===== src/rtl/sprite_write_arbiter_pkg.sv =====
// Shared types for the sprite_bram write arbiter: field encoding, queued host write record, FSM states.
package sprite_write_arbiter_pkg;

  localparam int SPRITE_IDX_W  = 9;
  localparam int SPRITE_DATA_W = 32;

  typedef enum logic [1:0] {
    FIELD_Y_HEIGHT = 2'd0,
    FIELD_X_WIDTH  = 2'd1,
    FIELD_ADDR     = 2'd2,
    FIELD_VELOCITY = 2'd3
  } sprite_field_e;

  typedef struct packed {
    logic [SPRITE_IDX_W-1:0]  index;
    sprite_field_e            field;
    logic [SPRITE_DATA_W-1:0] data;
  } host_wr_t;

  typedef enum logic [1:0] {
    S_IDLE,
    S_DRAIN,
    S_MOTION,
    S_GUARD
  } arb_state_e;

  // Motion pass rewrites y_height and x_width of one sprite together.
  localparam logic [3:0] MOTION_FIELD_EN = 4'b0011;

  function automatic logic [3:0] field_onehot(sprite_field_e f);
    return 4'b0001 << f;
  endfunction

endpackage


===== src/rtl/sprite_write_arbiter_if.sv =====
// Host register-write channel (valid/ready) into the sprite write arbiter.
interface sprite_write_arbiter_if;
  import sprite_write_arbiter_pkg::*;

  logic                     host_valid;
  logic                     host_ready;
  logic [SPRITE_IDX_W-1:0]  host_index;
  logic [1:0]               host_field;
  logic [SPRITE_DATA_W-1:0] host_data;

  modport master (
    output host_valid, host_index, host_field, host_data,
    input  host_ready
  );

  modport slave (
    input  host_valid, host_index, host_field, host_data,
    output host_ready
  );

endinterface


===== src/rtl/sprite_write_arbiter_fifo.sv =====
// Synchronous FIFO of queued host writes; occupancy is a registered count so full/empty never glitch.
module sprite_wr_fifo
  import sprite_write_arbiter_pkg::*;
#(
  parameter  int DEPTH = 8,
  localparam int PTR_W = $clog2(DEPTH),
  localparam int LVL_W = PTR_W + 1
) (
  input  logic             clk_draw,
  input  logic             rst_draw,
  input  logic             push_i,
  input  host_wr_t         wr_i,
  input  logic             pop_i,
  output host_wr_t         rd_o,
  output logic [LVL_W-1:0] level_o,
  output logic             full_o,
  output logic             empty_o
);

  host_wr_t         mem_q [DEPTH];
  logic [PTR_W-1:0] wr_ptr_q, rd_ptr_q;
  logic [LVL_W-1:0] level_q, level_d;
  logic             do_push, do_pop;

  assign full_o  = (level_q == LVL_W'(DEPTH));
  assign empty_o = (level_q == '0);
  assign level_o = level_q;
  assign rd_o    = mem_q[rd_ptr_q];
  assign do_push = push_i && !full_o;
  assign do_pop  = pop_i && !empty_o;

  // NOTE: storage has no reset; an entry is only visible once the count covers it.
  always_ff @(posedge clk_draw) begin
    if (do_push) mem_q[wr_ptr_q] <= wr_i;
  end

  always_comb begin
    level_d = level_q;
    case ({do_push, do_pop})
      2'b10:   level_d = level_q + LVL_W'(1);
      2'b01:   level_d = level_q - LVL_W'(1);
      default: level_d = level_q;
    endcase
  end

  // Pointers wrap naturally because DEPTH is a power of two.
  always_ff @(posedge clk_draw or posedge rst_draw) begin
    if (rst_draw) begin
      wr_ptr_q <= '0;
      rd_ptr_q <= '0;
      level_q  <= '0;
    end else begin
      if (do_push) wr_ptr_q <= wr_ptr_q + PTR_W'(1);
      if (do_pop)  rd_ptr_q <= rd_ptr_q + PTR_W'(1);
      level_q <= level_d;
    end
  end

endmodule


===== src/rtl/sprite_write_arbiter.sv =====
// Arbitrates the single sprite_bram write port between queued host writes and the motion updater.
module sprite_write_arbiter
  import sprite_write_arbiter_pkg::*;
#(
  parameter  int FIFO_DEPTH     = 8,
  parameter  int DATA_W         = SPRITE_DATA_W,
  parameter  int MOTION_TIMEOUT = 1024,
  localparam int LVL_W          = $clog2(FIFO_DEPTH) + 1,
  localparam int CNT_W          = $clog2(MOTION_TIMEOUT + 1)
) (
  input  logic                    clk_draw,
  input  logic                    rst_draw,
  sprite_write_arbiter_if.slave   host,
  input  logic                    motion_req,
  input  logic                    motion_en,
  input  logic [SPRITE_IDX_W-1:0] motion_index,
  input  logic [DATA_W-1:0]       motion_y_height,
  input  logic [DATA_W-1:0]       motion_x_width,
  output logic [SPRITE_IDX_W-1:0] w_index,
  output logic [DATA_W-1:0]       w_data,
  output logic [DATA_W-1:0]       w_y_height,
  output logic [DATA_W-1:0]       w_x_width,
  output logic [3:0]              w_field_en,
  output logic [LVL_W-1:0]        fifo_level,
  output logic                    motion_timeout
);

  arb_state_e state_q, state_d;
  host_wr_t   push_entry, head;
  logic       push, pop, fifo_full, fifo_empty, motion_wr;

  logic [SPRITE_IDX_W-1:0] w_index_q, w_index_d;
  logic [DATA_W-1:0]       w_data_q, w_data_d, w_y_height_q, w_y_height_d, w_x_width_q, w_x_width_d;
  logic [3:0]              w_field_en_q, w_field_en_d;
  logic [CNT_W-1:0]        tmo_cnt_q, tmo_cnt_d;
  logic                    timeout_q, timeout_d;

  assign host.host_ready = !fifo_full;
  assign push            = host.host_valid && !fifo_full;
  assign push_entry      = '{index: host.host_index,
                             field: sprite_field_e'(host.host_field),
                             data:  host.host_data};
  assign motion_wr       = motion_req && motion_en;

  sprite_wr_fifo #(.DEPTH(FIFO_DEPTH)) u_fifo (
    .clk_draw (clk_draw),
    .rst_draw (rst_draw),
    .push_i   (push),
    .wr_i     (push_entry),
    .pop_i    (pop),
    .rd_o     (head),
    .level_o  (fifo_level),
    .full_o   (fifo_full),
    .empty_o  (fifo_empty)
  );

  // NOTE: every signal written here gets a default first, otherwise a latch is inferred.
  always_comb begin
    state_d = state_q;
    pop     = 1'b0;
    case (state_q)
      S_IDLE: begin
        if (motion_req)                state_d = S_MOTION;
        else if (push || !fifo_empty)  state_d = S_DRAIN;
      end
      S_DRAIN: begin
        if (motion_req) begin
          state_d = S_MOTION;
        end else begin
          pop = !fifo_empty;
          if (!push && fifo_level <= LVL_W'(1)) state_d = S_IDLE;
        end
      end
      S_MOTION: begin
        if (!motion_req) state_d = S_GUARD;
      end
      S_GUARD: begin
        if (motion_req)                state_d = S_MOTION;
        else if (push || !fifo_empty)  state_d = S_DRAIN;
        else                           state_d = S_IDLE;
      end
      default: state_d = S_IDLE;
    endcase
  end

  // Motion writes and pops are exclusive: pops only happen while motion_req is low.
  always_comb begin
    w_index_d    = w_index_q;
    w_data_d     = w_data_q;
    w_y_height_d = w_y_height_q;
    w_x_width_d  = w_x_width_q;
    w_field_en_d = 4'b0000;
    if (motion_wr) begin
      w_index_d    = motion_index;
      w_y_height_d = motion_y_height;
      w_x_width_d  = motion_x_width;
      w_field_en_d = MOTION_FIELD_EN;
    end else if (pop) begin
      w_index_d    = head.index;
      w_data_d     = head.data;
      w_y_height_d = head.data;
      w_x_width_d  = head.data;
      w_field_en_d = field_onehot(head.field);
    end
  end

  always_comb begin
    tmo_cnt_d = '0;
    if (motion_req)
      tmo_cnt_d = (tmo_cnt_q == CNT_W'(MOTION_TIMEOUT)) ? tmo_cnt_q : tmo_cnt_q + CNT_W'(1);
    timeout_d = timeout_q || (motion_req && tmo_cnt_q == CNT_W'(MOTION_TIMEOUT - 1));
  end

  always_ff @(posedge clk_draw or posedge rst_draw) begin
    if (rst_draw) begin
      state_q      <= S_IDLE;
      w_index_q    <= '0;
      w_data_q     <= '0;
      w_y_height_q <= '0;
      w_x_width_q  <= '0;
      w_field_en_q <= '0;
      tmo_cnt_q    <= '0;
      timeout_q    <= 1'b0;
    end else begin
      state_q      <= state_d;
      w_index_q    <= w_index_d;
      w_data_q     <= w_data_d;
      w_y_height_q <= w_y_height_d;
      w_x_width_q  <= w_x_width_d;
      w_field_en_q <= w_field_en_d;
      tmo_cnt_q    <= tmo_cnt_d;
      timeout_q    <= timeout_d;
    end
  end

  assign w_index        = w_index_q;
  assign w_data         = w_data_q;
  assign w_y_height     = w_y_height_q;
  assign w_x_width      = w_x_width_q;
  assign w_field_en     = w_field_en_q;
  assign motion_timeout = timeout_q;

endmodule


===== src/flat_wrapper.sv =====
// flat-port wrapper written by rule: the top's interface ports become plain ports
module sprite_write_arbiter_flat import sprite_write_arbiter_pkg::*;
#(
  parameter  int FIFO_DEPTH     = 8,
  parameter  int DATA_W         = SPRITE_DATA_W,
  parameter  int MOTION_TIMEOUT = 1024,
  localparam int LVL_W          = $clog2(FIFO_DEPTH) + 1,
  localparam int CNT_W          = $clog2(MOTION_TIMEOUT + 1)
)
  (clk_draw, rst_draw, motion_req, motion_en, motion_index, motion_y_height, motion_x_width, w_index, w_data, w_y_height, w_x_width, w_field_en, fifo_level, motion_timeout, host_host_valid, host_host_index, host_host_field, host_host_data, host_host_ready);
  sprite_write_arbiter_if host_i ();
  input  logic clk_draw;
  input  logic rst_draw;
  input  logic motion_req;
  input  logic motion_en;
  input  logic [SPRITE_IDX_W-1:0] motion_index;
  input  logic [DATA_W-1:0] motion_y_height;
  input  logic [DATA_W-1:0] motion_x_width;
  output logic [SPRITE_IDX_W-1:0] w_index;
  output logic [DATA_W-1:0] w_data;
  output logic [DATA_W-1:0] w_y_height;
  output logic [DATA_W-1:0] w_x_width;
  output logic [3:0] w_field_en;
  output logic [LVL_W-1:0] fifo_level;
  output logic motion_timeout;
  input wire logic [$bits(host_i.host_valid)-1:0] host_host_valid;
  input wire logic [$bits(host_i.host_index)-1:0] host_host_index;
  input wire logic [$bits(host_i.host_field)-1:0] host_host_field;
  input wire logic [$bits(host_i.host_data)-1:0] host_host_data;
  output wire logic [$bits(host_i.host_ready)-1:0] host_host_ready;
  assign host_i.host_valid = host_host_valid;
  assign host_i.host_index = host_host_index;
  assign host_i.host_field = host_host_field;
  assign host_i.host_data = host_host_data;
  assign host_host_ready = host_i.host_ready;
  sprite_write_arbiter #(.FIFO_DEPTH(FIFO_DEPTH), .DATA_W(DATA_W), .MOTION_TIMEOUT(MOTION_TIMEOUT)) u_core (.clk_draw(clk_draw), .rst_draw(rst_draw), .host(host_i), .motion_req(motion_req), .motion_en(motion_en), .motion_index(motion_index), .motion_y_height(motion_y_height), .motion_x_width(motion_x_width), .w_index(w_index), .w_data(w_data), .w_y_height(w_y_height), .w_x_width(w_x_width), .w_field_en(w_field_en), .fifo_level(fifo_level), .motion_timeout(motion_timeout));
endmodule

===== config.mk =====
export PLATFORM = sky130hd
export DESIGN_NAME = sprite_write_arbiter_flat
export DESIGN_NICKNAME = d
export VERILOG_FILES = /design/src/rtl/sprite_write_arbiter_pkg.sv /design/src/rtl/sprite_write_arbiter_if.sv /design/src/rtl/sprite_write_arbiter_fifo.sv /design/src/rtl/sprite_write_arbiter.sv /design/src/flat_wrapper.sv
export SDC_FILE = /design/constraint.sdc
export NUM_CORES = 1
export LEC_CHECK = 0
export BUFFER_PORTS_ARGS = -buffer_cell sky130_fd_sc_hd__buf_2
export CORE_AREA = 2 2 250 129
export CTS_BUF_LIST = sky130_fd_sc_hd__clkbuf_16
export DETAILED_ROUTE_END_ITERATION = 12
export DIE_AREA = 0 0 252 131
export PLACE_DENSITY = 0.83
export SLEW_MARGIN = 10
export SYNTH_ARGS = -nofsm -noshare
export SYNTH_HDL_FRONTEND = slang
export SYNTH_SLANG_ARGS = --single-unit

===== constraint.sdc =====
create_clock -name clk_draw -period 14.3 [get_ports clk_draw]
set_clock_uncertainty 0.15 [all_clocks]
set_input_delay 2.145 -clock clk_draw [delete_from_list [all_inputs] [get_ports clk_draw]]
set_output_delay 2.145 -clock clk_draw [all_outputs]
set_load 0.05 [all_outputs]

== Word-level counts from Yosys, hierarchy flattened ==
Memory sizes are Yosys's and may differ from the RTL's.
Index checks and enable logic that the tools add are counted.

* Register bits: 133
* Bits in latches: 0
* Bits in writable memories: 344
* Bits in read-only memories: 0
* Input port bits: 121
* Output and inout port bits: 115
* Word-level logic and storage cells: 71
* Memories kept: 1

{| class="wikitable"
|+ Memory list
! memory !! words !! bits a word !! rd ports !! clocked after Yosys merged registers in !! write ports !! RTL line !! RTL
|-
| u_core.u_fifo.mem_q || 8 || 43 || 1 || 0 || 1 || sprite_write_arbiter_fifo.sv:20 || <nowiki>host_wr_t mem_q [DEPTH];</nowiki>
|}

* Add/subtract/negate cells: 5
* Multipliers: 0
* Div/mod/pow operators: 0
* Magnitude comparators: 1
* Equal/unequal tests: 12
* Shifts and indexed selects: 1
* Mux-type cells: 22
* Bitwise logic cells: 1
* Reductions and logical operators: 17

{| class="wikitable"
|+ Operator list
! kind !! number
|-
| 2-to-1 mux 32 bit || 3
|-
| 2-to-1 mux 11 bit || 2
|-
| 2-to-1 mux 9 bit || 2
|-
| 2-to-1 mux 2 bit || 6
|-
| adder 11 x 1 -> 11 bit, second input constant || 1
|-
| == test 11 x 10 -> 1 bit, second input constant || 1
|-
| == test 11 bit, second input constant || 1
|-
| 2-to-1 mux 4 bit || 2
|-
| case mux 2 bit (4 select lines) || 1
|-
| case mux 4 bit (2 select lines) || 1
|-
| adder 3 x 1 -> 3 bit, second input constant || 2
|-
| == test 2 bit, second input constant || 3
|-
| logical AND 1 bit || 6
|-
| inequality test 3 x 2 -> 1 bit, second input constant || 2
|-
| 2-to-1 mux 1 bit || 5
|-
| adder 4 x 1 -> 4 bit, second input constant || 1
|-
| == test 2 x 1 -> 1 bit, second input constant || 2
|-
| == test 4 bit, second input constant || 1
|-
| less-or-equal comparator 4 x 1 -> 1 bit, second input constant || 1
|-
| logical NOT 4 bit || 1
|-
| inequality test 2 bit, second input constant || 2
|-
| nonzero test 2 bit || 2
|-
| left shift 1 x 2 -> 4 bit, first input constant || 1
|-
| subtractor 4 x 1 -> 4 bit, second input constant || 1
|-
| 6 further kinds || 9
|}

== Longest topological paths before layout ==
Gate-level depths: netlist (run 1).

* Depth after elaboration: 8
* Depth in mapped cells: 11
* Mapped depth without buffers: 9

== Hierarchy ==
From an unflattened synthesis (run 1), not the netlist that was laid out.

* Cells, all modules: 1,114
* Area total of the unflattened synthesis: 18,800.5 µm²

{| class="wikitable"
|+ Modules (own cells, without submodules)
! module !! times used !! cells an instance !! area an instance (µm²) !! sequential area each (µm²)
|-
| sprite_wr_fifo || 1 || 566 || 13,705.6 || 10,580.1
|-
| sprite_write_arbiter || 1 || 548 || 5,094.9 || 3,078.0
|}

== Worst setup path before layout (run 1) ==
OpenSTA, ideal clock, no wires.

* Path type: input port to flip-flop
* Start point: input port host_host_valid
* End point: memory u_core.u_fifo.mem_q[0][0] (netlist bit), enable pin
* Library setup time: 0.550 ns
* Arrival time: 6.692 ns
* Required time: 13.600 ns
* Path slack: 6.907 ns
* Stages on the path: 3
* Path buffers: 0
* Cell sequence: and2_0 clkinv_1 nor4_1

* Cells in the longest elaborated chain, start to end: 4

{| class="wikitable"
|+ RTL lines
! item !! RTL line !! RTL
|-
| start, declared || flat_wrapper.sv:26 || <nowiki>input wire logic [$bits(host_i.host_valid)-1:0] host_host_valid;</nowiki>
|-
| logical AND 1 bit || sprite_write_arbiter.sv:39 || <nowiki>assign push = host.host_valid && !fifo_full;</nowiki>
|-
| logical AND 1 bit || sprite_write_arbiter_fifo.sv:29 || <nowiki>assign do_push = push_i && !full_o;</nowiki>
|-
| 2-to-1 mux 1 bit || sprite_write_arbiter_fifo.sv:34 || <nowiki>if (do_push) mem_q[wr_ptr_q] <= wr_i;</nowiki>
|-
| 2-to-1 mux 1 bit (implied by the code) || sprite_write_arbiter_fifo.sv:34 ||
|-
| end, declared || sprite_write_arbiter_fifo.sv:20 ||
|}

Every way passes these cells.

== Worst setup path in the final report (run 1) ==
* Start point: input port motion_req
* End point: register u_core.u_fifo.level_q[3] (netlist: u_core.u_fifo.level_o[3])

* Cells in the longest elaborated chain, start to end: 5
* Elaborated cells on any way between the ends: 7
* Those cells by class: eq/ne: 2; mux: 3; reduce/logical: 2

{| class="wikitable"
|+ RTL lines
! item !! RTL line !! RTL
|-
| start, declared || flat_wrapper.sv:14 || <nowiki>input logic motion_req;</nowiki>
|-
| 2-to-1 mux 1 bit * || sprite_write_arbiter.sv:67 || <nowiki>if (motion_req) begin</nowiki>
|-
| 2-to-1 mux 1 bit * || sprite_write_arbiter.sv:61 || <nowiki>case (state_q)</nowiki>
|-
| logical AND 1 bit * || sprite_write_arbiter_fifo.sv:30 || <nowiki>assign do_pop = pop_i && !empty_o;</nowiki>
|-
| == test 2 x 1 -> 1 bit or == test 2 bit (tied branches) || sprite_write_arbiter_fifo.sv:39 || <nowiki>case ({do_push, do_pop})</nowiki>
|-
| case mux 4 bit (2 select lines) or nonzero test 2 bit (tied branches) || - ||
|-
| end signal, assigned || sprite_write_arbiter_fifo.sv:55 || <nowiki>level_q <= level_d;</nowiki>
|-
| end, declared || sprite_write_arbiter_fifo.sv:22 || <nowiki>logic [LVL_W-1:0] level_q, level_d;</nowiki>
|}

Every way passes the cells marked *; elsewhere a longest branch is shown, timed or not.
A chain may end at the register's enable or synchronous reset.

==> results.txt, run 1 <==
Synthesized area -> 18,800 sq um
# setup viols final -> 0
Worst reg2reg startpoint -> u_core.u_fifo.level_o[0]$_DFFE_PP0P_
Die ar. -> 33,000 sq um
Min-Delay Path Class -> reg -> reg
Quantity of I/O buffers inserted on ports -> 235
Max-Cap Viols -> 0
Peak VDD IR -> 0.120 mV
Post-synth EDFFs -> 344
Min cycle time layout -> 4.14 ns
Flop-to-flop setup slack -> 10.88 ns
Post-synth top area share -> 0.550
Largest family of logic cells by synthesized area -> multiplexers
YS warnings -> 0
Most common cell after layout, fill and taps aside -> edfxtp_1
Startpoint type of the worst setup path -> input pin
Average size of a mapped cell -> 15.7 sq um
Final period utilization -> 0.289
Area grow syn2layout -> 15.1%
DP Wirelength -> 25.3 mm
Routed Wire Length -> 42.5 mm
Worst setup EP type -> flip-flop
Worst path cell trace -> buf_2, or3_4, clkinv_8, ha_1, nand4b_1, a21oi_1, xor2_1
1st-iter DRT viols -> 1,044
Outcome -> finished clean
Vias in the first global route -> 11,000
P_leak -> 8.38 nW
Hold depth -> 2
Syn nets -> 1,327
Synth Area in Adders -> 0.00533
Worst r2r path cells -> 9
Root Buffer -> clkbuf_16
WL per Instance -> 22.8 microns
Layout cell share with drive strength beyond 1 -> 0.266
Worst hold start -> u_core.w_data[28]$_DFFE_PP0P_
Resize count post-CTS -> 0
CTS HTree Levels -> 2
Grt ovf -> 0
Worst-Skew Late Latency -> 0.57 ns
Reg-to-Reg End -> u_core.u_fifo.level_o[3]$_DFFE_PP0P_
GRT Overall Usage -> 0.260
Data arrival, critical path -> 4.47 ns
Vias -> 11,100
TritonCTS Buffers -> 40
Clock-pin slew on the worst setup and hold paths -> 0.07 ns
Core ar. -> 31,000 sq um
Placed cell areas -> 20,300 sq um
Critical path's largest stage delay -> 0.60 ns
DRC -> 0
Initial antenna violation count -> 4
Vias per inst -> 5.95
Critical path fanouts, max -> 50
Cell family with most CP delay -> simple AND/OR/NAND/NOR gates
Synth Area in Compound Gates -> 0.0555
Synth Area in Simple Gates -> 0.0781
Async set-or-reset flop fraction in the synthesized netlist -> 0.279
Pin count of the biggest net entering global routing -> 83
CP required -> 14.64 ns
Fmax -> 0.242 GHz
Slew Limit Fails -> 0
Row count -> 46
Slowest-stage cell, CP -> or3_4
Starting Density -> 0.606
Clk buf depth -> 3
Post-synth cell types -> 46
RSZ-0062 raised after global routing -> false
Synth top area cells -> edfxtp_1 (55%), dfrtp_1 (18%), mux2i_1 (7.7%)
I/O pins -> 236
Power per standard cell area -> 203 nW/um^2
Die height -> 131 microns
Nets@finish -> 1,553
Sum of buffers and inverters on the critical path -> 2
Setup TNS -> 0 ns
Number of synthesized register bits -> 477
First-pass GRT wire length -> 64.2 mm
Gp weighted congestion -> 0.848
Crit path kind -> in -> reg
DRT Pass-1 Iters -> 5
Top FF cell, synth -> edfxtp_1
Post-Synth XOR/XNOR Area -> 0.00839
Finished Cell Area -> 21,600 sq um
Hold EP -> u_core.w_data[28]$_DFFE_PP0P_
Detail Route Antenna Nets -> 0
Post-Synthesis Cells -> 1,198
CTS tree -> built
Multiplexer area fraction after synthesis -> 0.101
# clock sinks -> 477
Post-synth top area cell -> edfxtp_1
Sequential share of the synthesized area -> 0.727
Most frequent cells in the layout -> edfxtp_1 (344), buf_2 (235), nand2_1 (152)
Hold_buf cts -> 0
Setup bufs post-CTS -> 0
Slew @ Worst Pin -> 1.19 ns
Final hold violations -> 0
DIE WIDTH -> 252 microns
Slew HR -> 0.207
metrics by stage:
step                utilization  total power [W]  std cells  setup slack, ns  hold WS, ns
finish                    0.698          0.00439       1867            10.16        0.320
global route              0.698          0.00457       1864            10.06        0.349
CTS                       0.698          0.00441       1863            10.22        0.326
detailed placement        0.655          0.00329       1790             9.64        0.308
global placement          0.655          0.00325       1790             9.70        0.307
floorplan                     -          0.00294       1198             6.91        0.336
worst max-delay path by stage:
stage                                                end  slack [ns]                                 start  depth (start not counted)
detailed placement  u_core.u_fifo.level_o[3]$_DFFE_PP0P_        9.64                            motion_req                          7
global placement    u_core.u_fifo.level_o[3]$_DFFE_PP0P_        9.70                            motion_req                          7
floorplan            u_core.u_fifo.mem_q[0][0]$_DFFE_PP_        6.91                       host_host_valid                          3
finish              u_core.u_fifo.level_o[3]$_DFFE_PP0P_       10.16                            motion_req                          7
CTS                                      host_host_ready       10.22  u_core.u_fifo.level_o[0]$_DFFE_PP0P_                          4
global route        u_core.u_fifo.level_o[3]$_DFFE_PP0P_       10.06                            motion_req                          7
worst min-delay path: stages, from the launching register on:
cell and delay (ns):
dfrtp_1 0.34, nand2_1 0.05, nand2_1 0.05
final cells by class:
| type | instances | area (sq um) |
|---|---|---|
| inverter | 8 | 47.5 |
| clock buffer | 42 | 1050 |
| timing repair buffer | 253 | 1310 |
| fill | 1935 | 9350 |
| multi-input combinational | 644 | 4740 |
| clock inverter | 31 | 284 |
| sequential | 477 | 13700 |
| tap | 408 | 510 |
| antenna | 4 | 10.0 |
sequential cells by signal (all words and copies together), names as in the netlist, named ones only:
register	count
u_core.u_fifo.mem_q	344
u_core.w_data	32
u_core.w_x_width	32
u_core.w_y_height	32
u_core.tmo_cnt_q	11
u_core.w_index	9
u_core.u_fifo.level_o	4
u_core.w_field_en	4
u_core.u_fifo.rd_ptr_q	3
u_core.u_fifo.wr_ptr_q	3
u_core.motion_timeout	1
u_core.state_q	1
synth_stat cells, types with 5 or more instances:
| cell type | instances |
|---|---|
| edfxtp_1 | 344 |
| nand2_1 | 153 |
| mux2i_1 | 144 |
| dfrtp_1 | 133 |
| nor2_1 | 72 |
| a22oi_1 | 64 |
| a31oi_1 | 64 |
| buf_2 | 31 |
| nand3_2 | 28 |
| clkbuf_1 | 22 |
| mux4_2 | 20 |
| xnor2_1 | 15 |
| and2_1 | 9 |
| nand3_1 | 9 |
| o221a_2 | 9 |
| buf_4 | 8 |
| ha_1 | 8 |
| nor3_1 | 7 |
| inv_1 | 6 |
| buf_6 | 5 |
| nand2b_1 | 5 |
cell families (layout without fill, tap and decap cells):
logic type                 count (synthesis)  count (layout)
muxes                                    165             165
AOI/OAI and AO/OA                        145             145
DFF                                      477             477
and+or+nand+nor                          308             308
buffers and inverters                     77             334
other                                      0               4
adders and majority gates                  8               8
xor gates and xnor gates                  18              18
routing by layer:
layer | routed length, microns | part of all wire | up-vias | track usage
met5 | 0 | 0 | - | 0
met2 | 20500 | 0.48 | 413 | 0.422
met3 | 2770 | 0.065 | 66 | 0.0469
li1 | - | - | 4979 | -
met1 | 18400 | 0.43 | 5651 | 0.368
met4 | 920 | 0.022 | 0 | 0.0794
where the power goes:
part | total, W | internal, W | leakage [nW] | switching [W]
registers | 0.00188 | 0.00175 | 4.69 | 0.000134
clock network | 0.00112 | 0.000626 | 0.664 | 0.000491
logic | 0.00140 | 0.000427 | 3.03 | 0.000968
Note: power is estimated with default switching activity, not from simulation.
==> run 2, diff against run 1 <==
CORE_AREA = 2 2 272 140   (was 2 2 250 129)
DIE_AREA = 0 0 274 142   (was 0 0 252 131)
PLACE_DENSITY = 0.75   (was 0.83)
clock period = 3.8 ns   (was 14.3 ns; I/O delays follow)
==> run 2 against run 1 <==
Clock-buffer cell count is 1 higher. Setup slack got worse by 9.2 ns. Critical path depth did not move. Core utilization is 10 points lower. Total power rose to 3.7 times the previous value. Register-to-register slack got worse by 10 ns. First-iteration DRC count shrank 4.7%. Global-route usage shrank 4.7 points. Non-clock buffer count is 7 higher. Critical endpoint is now u_core.u_fifo.mem_q[0][18]$_DFFE_PP_. Largest cell class unchanged.
==> results.txt, run 2 (same netlist as run 1, synthesis figures left out) <==
Row count -> 50
Slew HR -> 0.295
Most common cell after layout, fill and taps aside -> edfxtp_1
Final period utilization -> 0.758
Grt ovf -> 0
Slew Limit Fails -> 0
Resize count post-CTS -> 0
DRT Pass-1 Iters -> 5
DIE WIDTH -> 274 microns
Routed Wire Length -> 41.2 mm
Fmax -> 0.347 GHz
Outcome -> finished clean
Hold_buf cts -> 0
WP depth -> 7
DRC -> 0
Starting Density -> 0.512
Reg-to-Reg End -> u_core.u_fifo.mem_q[0][18]$_DFFE_PP_
I/O pins -> 236
CTS HTree Levels -> 2
Area grow syn2layout -> 16.1%
GRT Overall Usage -> 0.213
WL per Instance -> 21.0 microns
Hold_ws -> 0.0646 ns
RSZ-0062 raised after global routing -> false
Nets@finish -> 1,562
Vias per inst -> 5.54
Clock network power share -> 0.240
Slew @ Worst Pin -> 1.05 ns
# clock sinks -> 477
Setup TNS -> 0 ns
Clock-pin slew on the worst setup and hold paths -> 0.06 ns
Util after Layout -> 0.595
Reg power frac -> 0.439
Min cycle time layout -> 2.88 ns
Quantity of I/O buffers inserted on ports -> 235
CP required -> 3.84 ns
Pin count of the biggest net entering global routing -> 107
Internal Pwr Total -> 0.0103 W
Setup bufs post-CTS -> 0
Crit path kind -> reg -> reg
Net Sw Power -> 0.00593 W
Flop-to-flop setup slack -> 0.92 ns
DP Wirelength -> 25.8 mm
First-pass GRT wire length -> 63.4 mm
Slowest-stage cell, CP -> dfrtp_1
Detail Route Antenna Nets -> 0
# setup viols final -> 0
CTS tree -> built
Vias in the first global route -> 10,800
Critical path's largest stage delay -> 0.45 ns
Min-Delay Path Class -> in -> async
Root Buffer -> clkbuf_16
Max FFs per register -> 344
Max-Cap Viols -> 0
Clk buf depth -> 3
Most frequent cells in the layout -> edfxtp_1 (344), buf_2 (235), nand2_1 (152)
Power per standard cell area -> 744 nW/um^2
Data arrival, critical path -> 2.92 ns
Worst path cell trace -> inv_1, ha_1, nand3b_1, and2_0, clkinv_1, nor4_4, buf_4
Worst-Skew Late Latency -> 0.55 ns
Core ar. -> 36,700 sq um
Worst reg2reg startpoint -> u_core.u_fifo.level_o[0]$_DFFE_PP0P_
Cell family with most CP delay -> buffers and inverters
1st-iter DRT viols -> 995
Worst r2r path cells -> 7
Die height -> 142 microns
Gp weighted congestion -> 0.814
Worst setup EP type -> flip-flop
Sum of buffers and inverters on the critical path -> 3
Vias -> 10,900
Initial antenna violation count -> 5
Final hold violations -> 0
Logic pwr share -> 0.321
End of the critical path -> u_core.u_fifo.mem_q[0][18]$_DFFE_PP_
Critical path fanouts, max -> 27
Peak VDD IR -> 0.451 mV
Crit path from -> u_core.u_fifo.level_o[0]$_DFFE_PP0P_
Sw frac -> 0.365
Startpoint type of the worst setup path -> flip-flop
TritonCTS Buffers -> 42
P_leak -> 8.45 nW
Die ar. -> 38,900 sq um
Layout cell share with drive strength beyond 1 -> 0.268
Biggest register -> u_core.u_fifo.mem_q
## run 2: changes by cell type in the layout (fill, tap and decap cells not counted), sizes merged
cell,previous run,this run
inv,16,20
buf,253,260
clkbuf,42,43
clkinv,12,18
clkinvlp,6,3
bufinv,5,0
## run 2: worst reg2reg max path, stage by stage, from the launching register on
cell      delay (ns)
dfrtp_1         0.45
inv_1           0.09
ha_1            0.23
nand3b_1        0.12
and2_0          0.26
clkinv_1        0.41
nor4_4          0.35
buf_4           0.44
## run 2: cell type report
| class | instances | area [sq um] |
|---|---|---|
| diodes | 4 | 10.0 |
| well taps | 494 | 618 |
| clock buffers | 43 | 1080 |
| flip-flops and latches | 477 | 13700 |
| multi-input cells | 644 | 4790 |
| clock inverters | 33 | 155 |
| inverters | 8 | 46.3 |
| fillers | 2788 | 14900 |
| repair buffers | 260 | 1450 |
## run 2: metrics by stage
| step | worst slack (ns) | instance area (sq um) | std cells | power, W |
|---|---|---|---|---|
| after floorplan | -0.583 | 18800 | 1198 | 0.0111 |
| after global placement | 1.05 | 20600 | 1883 | 0.0123 |
| after detailed placement | 0.948 | 20600 | 1883 | 0.0124 |
| after CTS | 0.925 | 21800 | 1959 | 0.0163 |
| after global routing | 0.706 | 21800 | 1962 | 0.0170 |
| final | 0.918 | 21800 | 1963 | 0.0162 |
## run 2: power by group through the flow
stage	sequential [W]	clock [W]	combinational, W
global placement	0.00718	0	0.00516
global route	0.00722	0.00419	0.00555
CTS	0.00713	0.00396	0.00524
detailed placement	0.00722	0	0.00523
floorplan	0.00837	0	0.00269
finish	0.00712	0.00389	0.00521
## run 2: layer usage
layer	track usage	up-vias	share of wire
li1	-	4999	-
met1	0.324	5497	0.47
met2	0.322	331	0.46
met3	0.0405	43	0.061
met4	0.0506	2	0.015
met5	0	-	0.00032
## run 2: worst min-delay path by stage
stage                                          from                          endpoint  slack (ns)
floorplan                                 flip-flop                         flip-flop        0.34
global placement      u_core.w_data[12]$_DFFE_PP0P_     u_core.w_data[12]$_DFFE_PP0P_        0.31
detailed placement  u_core.motion_timeout$_DFF_PP0_   u_core.motion_timeout$_DFF_PP0_        0.31
CTS                                        rst_draw     u_core.w_data[26]$_DFFE_PP0P_        0.09
global route                     motion_x_width[29]  u_core.w_x_width[29]$_DFFE_PP0P_        0.12
finish                                     rst_draw     u_core.w_data[26]$_DFFE_PP0P_        0.06
==> run 3, diff against run 2 <==
clock period = 2.4 ns   (was 3.8 ns; I/O delays follow)
==> run 3 against run 2 <==
Die area is the same. Sequential power is 57% higher. Design area increased by 8.0%. Clock-buffer cell count up 2. Critical endpoint is now u_core.u_fifo.mem_q[0][4]$_DFFE_PP_.
==> results.txt, run 3 (same netlist as run 1, synthesis figures left out) <==
TritonCTS Buffers -> 43
Multi-input combinational cell area -> 4810 sq um
P_leak -> 9.21 nW
FF/Latch Area -> 13,700 sq um
Pin count of the biggest net entering global routing -> 73
Grt ovf -> 0
Setup ws final -> 0.0962 ns
Nets@finish -> 1,710
Area grow syn2layout -> 25.4%
Cell family with most CP delay -> buffers and inverters
Clock-pin slew on the worst setup and hold paths -> 0.07 ns
Most frequent cells in the layout -> edfxtp_1 (344), buf_2 (235), nand2_1 (151)
Most common cell after layout, fill and taps aside -> edfxtp_1
Vias -> 11,700
Fill count -> 2,565
Max-Cap Viols -> 0
Met3 routed WL -> 3.01 mm
Detail Route Antenna Nets -> 0
Worst setup EP type -> flip-flop
Crit path top cell by count -> buf_6
Slew @ Worst Pin -> 0.914 ns
Startpoint type of the worst setup path -> flip-flop
WL met2 -> 20.9 mm
Max FFs per register -> 344
Min-Delay Path Class -> in -> reg
Worst path cell trace -> inv_1, ha_1, nand3b_1, and2_4, clkinv_1, buf_6, nor4_4, buf_6, clkbuf_16
Min cycle time layout -> 2.30 ns
Core ar. -> 36,700 sq um
Data arrival, critical path -> 2.43 ns
Biggest register -> u_core.u_fifo.mem_q
DIE WIDTH -> 274 microns
# clock sinks -> 477
Fmax -> 0.434 GHz
Final std cells w/o fill -> 2,112
GRT Overall Usage -> 0.230
Highest routed layer -> met4
Power per standard cell area -> 1140 nW/um^2
Vias per inst -> 5.52
Row count -> 50
Vias in the first global route -> 11,900
Final period utilization -> 0.960
Sum of buffers and inverters on the critical path -> 5
Initial antenna violation count -> 1
Power Total -> 0.0268 W
CP required -> 2.52 ns
Util after Layout -> 0.642
Slowest-stage cell, CP -> dfrtp_1
Slew Limit Fails -> 0
Die ar. -> 38,900 sq um
Quantity of I/O buffers inserted on ports -> 235
RSZ-0062 raised after global routing -> true
DRT Pass-1 Iters -> 5
Gp weighted congestion -> 0.762
First-pass GRT wire length -> 67.9 mm
Final hold violations -> 0
Starting Density -> 0.512
Critical path's largest stage delay -> 0.37 ns
Root Buffer -> clkbuf_16
# setup viols final -> 0
Routed Wire Length -> 44.3 mm
I/O pins -> 236
DRC -> 0
CTS HTree Levels -> 2
Clk buf depth -> 3
CTS tree -> built
Peak VDD IR -> 0.600 mV
Crit path kind -> reg -> reg
Pre-CTS WS -> 0.000920 ns
Layout cell share with drive strength beyond 1 -> 0.269
M1 WL -> 19.8 mm
DP Wirelength -> 27.3 mm
Worst-Skew Late Latency -> 0.56 ns
Outcome -> finished clean
Number of cells after detailed placement -> 1,910
1st-iter DRT viols -> 918
Slew HR -> 0.391
Critical path fanouts, max -> 13
WL per Instance -> 21.0 microns
Die height -> 142 microns
-- run 3: cell type report --
type / instances / area share
clock buffers: 45 / 0.0478
flip-flops and latches: 477 / 0.580
multi-input cells: 644 / 0.204
clock inverters: 35 / 0.00850
well taps: 494 / 0.0263
inverters: 8 / 0.00202
diodes: 2 / 0.000213
repair buffers: 407 / 0.131
-- run 3: layer usage --
| layer | global-route usage | up-vias |
|---|---|---|
| met5 | 0 | - |
| met4 | 0.0529 | 0 |
| met3 | 0.0467 | 54 |
| met2 | 0.364 | 417 |
| met1 | 0.331 | 5903 |
| li1 | - | 5294 |
-- run 3: what timing repair did --
action | 4_1_cts | 5_1_grt
hold endpoints to repair | 470 | 0
resized for setup | 2 | 11
hold buffers | 117 | 0
pin swaps | 0 | 1
buffers inserted | 0 | 2
setup endpoints to repair | 41 | 377
cloned | 0 | 2
-- run 3: final timing paths --
path	start	to	slack (ns)	cells past startpoint
max	u_core.u_fifo.level_o[0]$_DFFE_PP0P_	u_core.u_fifo.mem_q[0][4]$_DFFE_PP_	0.1	9
min	motion_y_height[31]	u_core.w_y_height[31]$_DFFE_PP0P_	0.04	3
max reg2reg	u_core.u_fifo.level_o[0]$_DFFE_PP0P_	u_core.u_fifo.mem_q[0][4]$_DFFE_PP_	0.1	9
min in group asynchronous	rst_draw	u_core.w_x_width[13]$_DFFE_PP0P_	0.27	3
min reg2reg	u_core.w_data[21]$_DFFE_PP0P_	u_core.w_data[21]$_DFFE_PP0P_	0.32	2
max in group asynchronous	rst_draw	u_core.w_x_width[16]$_DFFE_PP0P_	1.09	4
-- run 3: report_power, final --
part	leakage, nW	switching (W)	internal (W)
registers	4.69	0.000766	0.0104
clock network	0.692	0.00295	0.00352
logic	3.83	0.00601	0.00318
-- run 3: metrics by stage --
step	instance area [sq um]	setup TNS [ns]	hold WS, ns
global placement	20900	0	0.305
CTS	23500	-0.219	0.0249
global route	23500	-0.654	0.0478
floorplan	18900	-678.43	0.309
finish	23500	0	0.0380
detailed placement	20900	0	0.309
-- run 3: worst min-delay path: cells and delay by family --
family / cells / cell delay, ns
buf+inv: 1 / 0.08
simple gates: 1 / 0.08
compound gates: 1 / 0.16
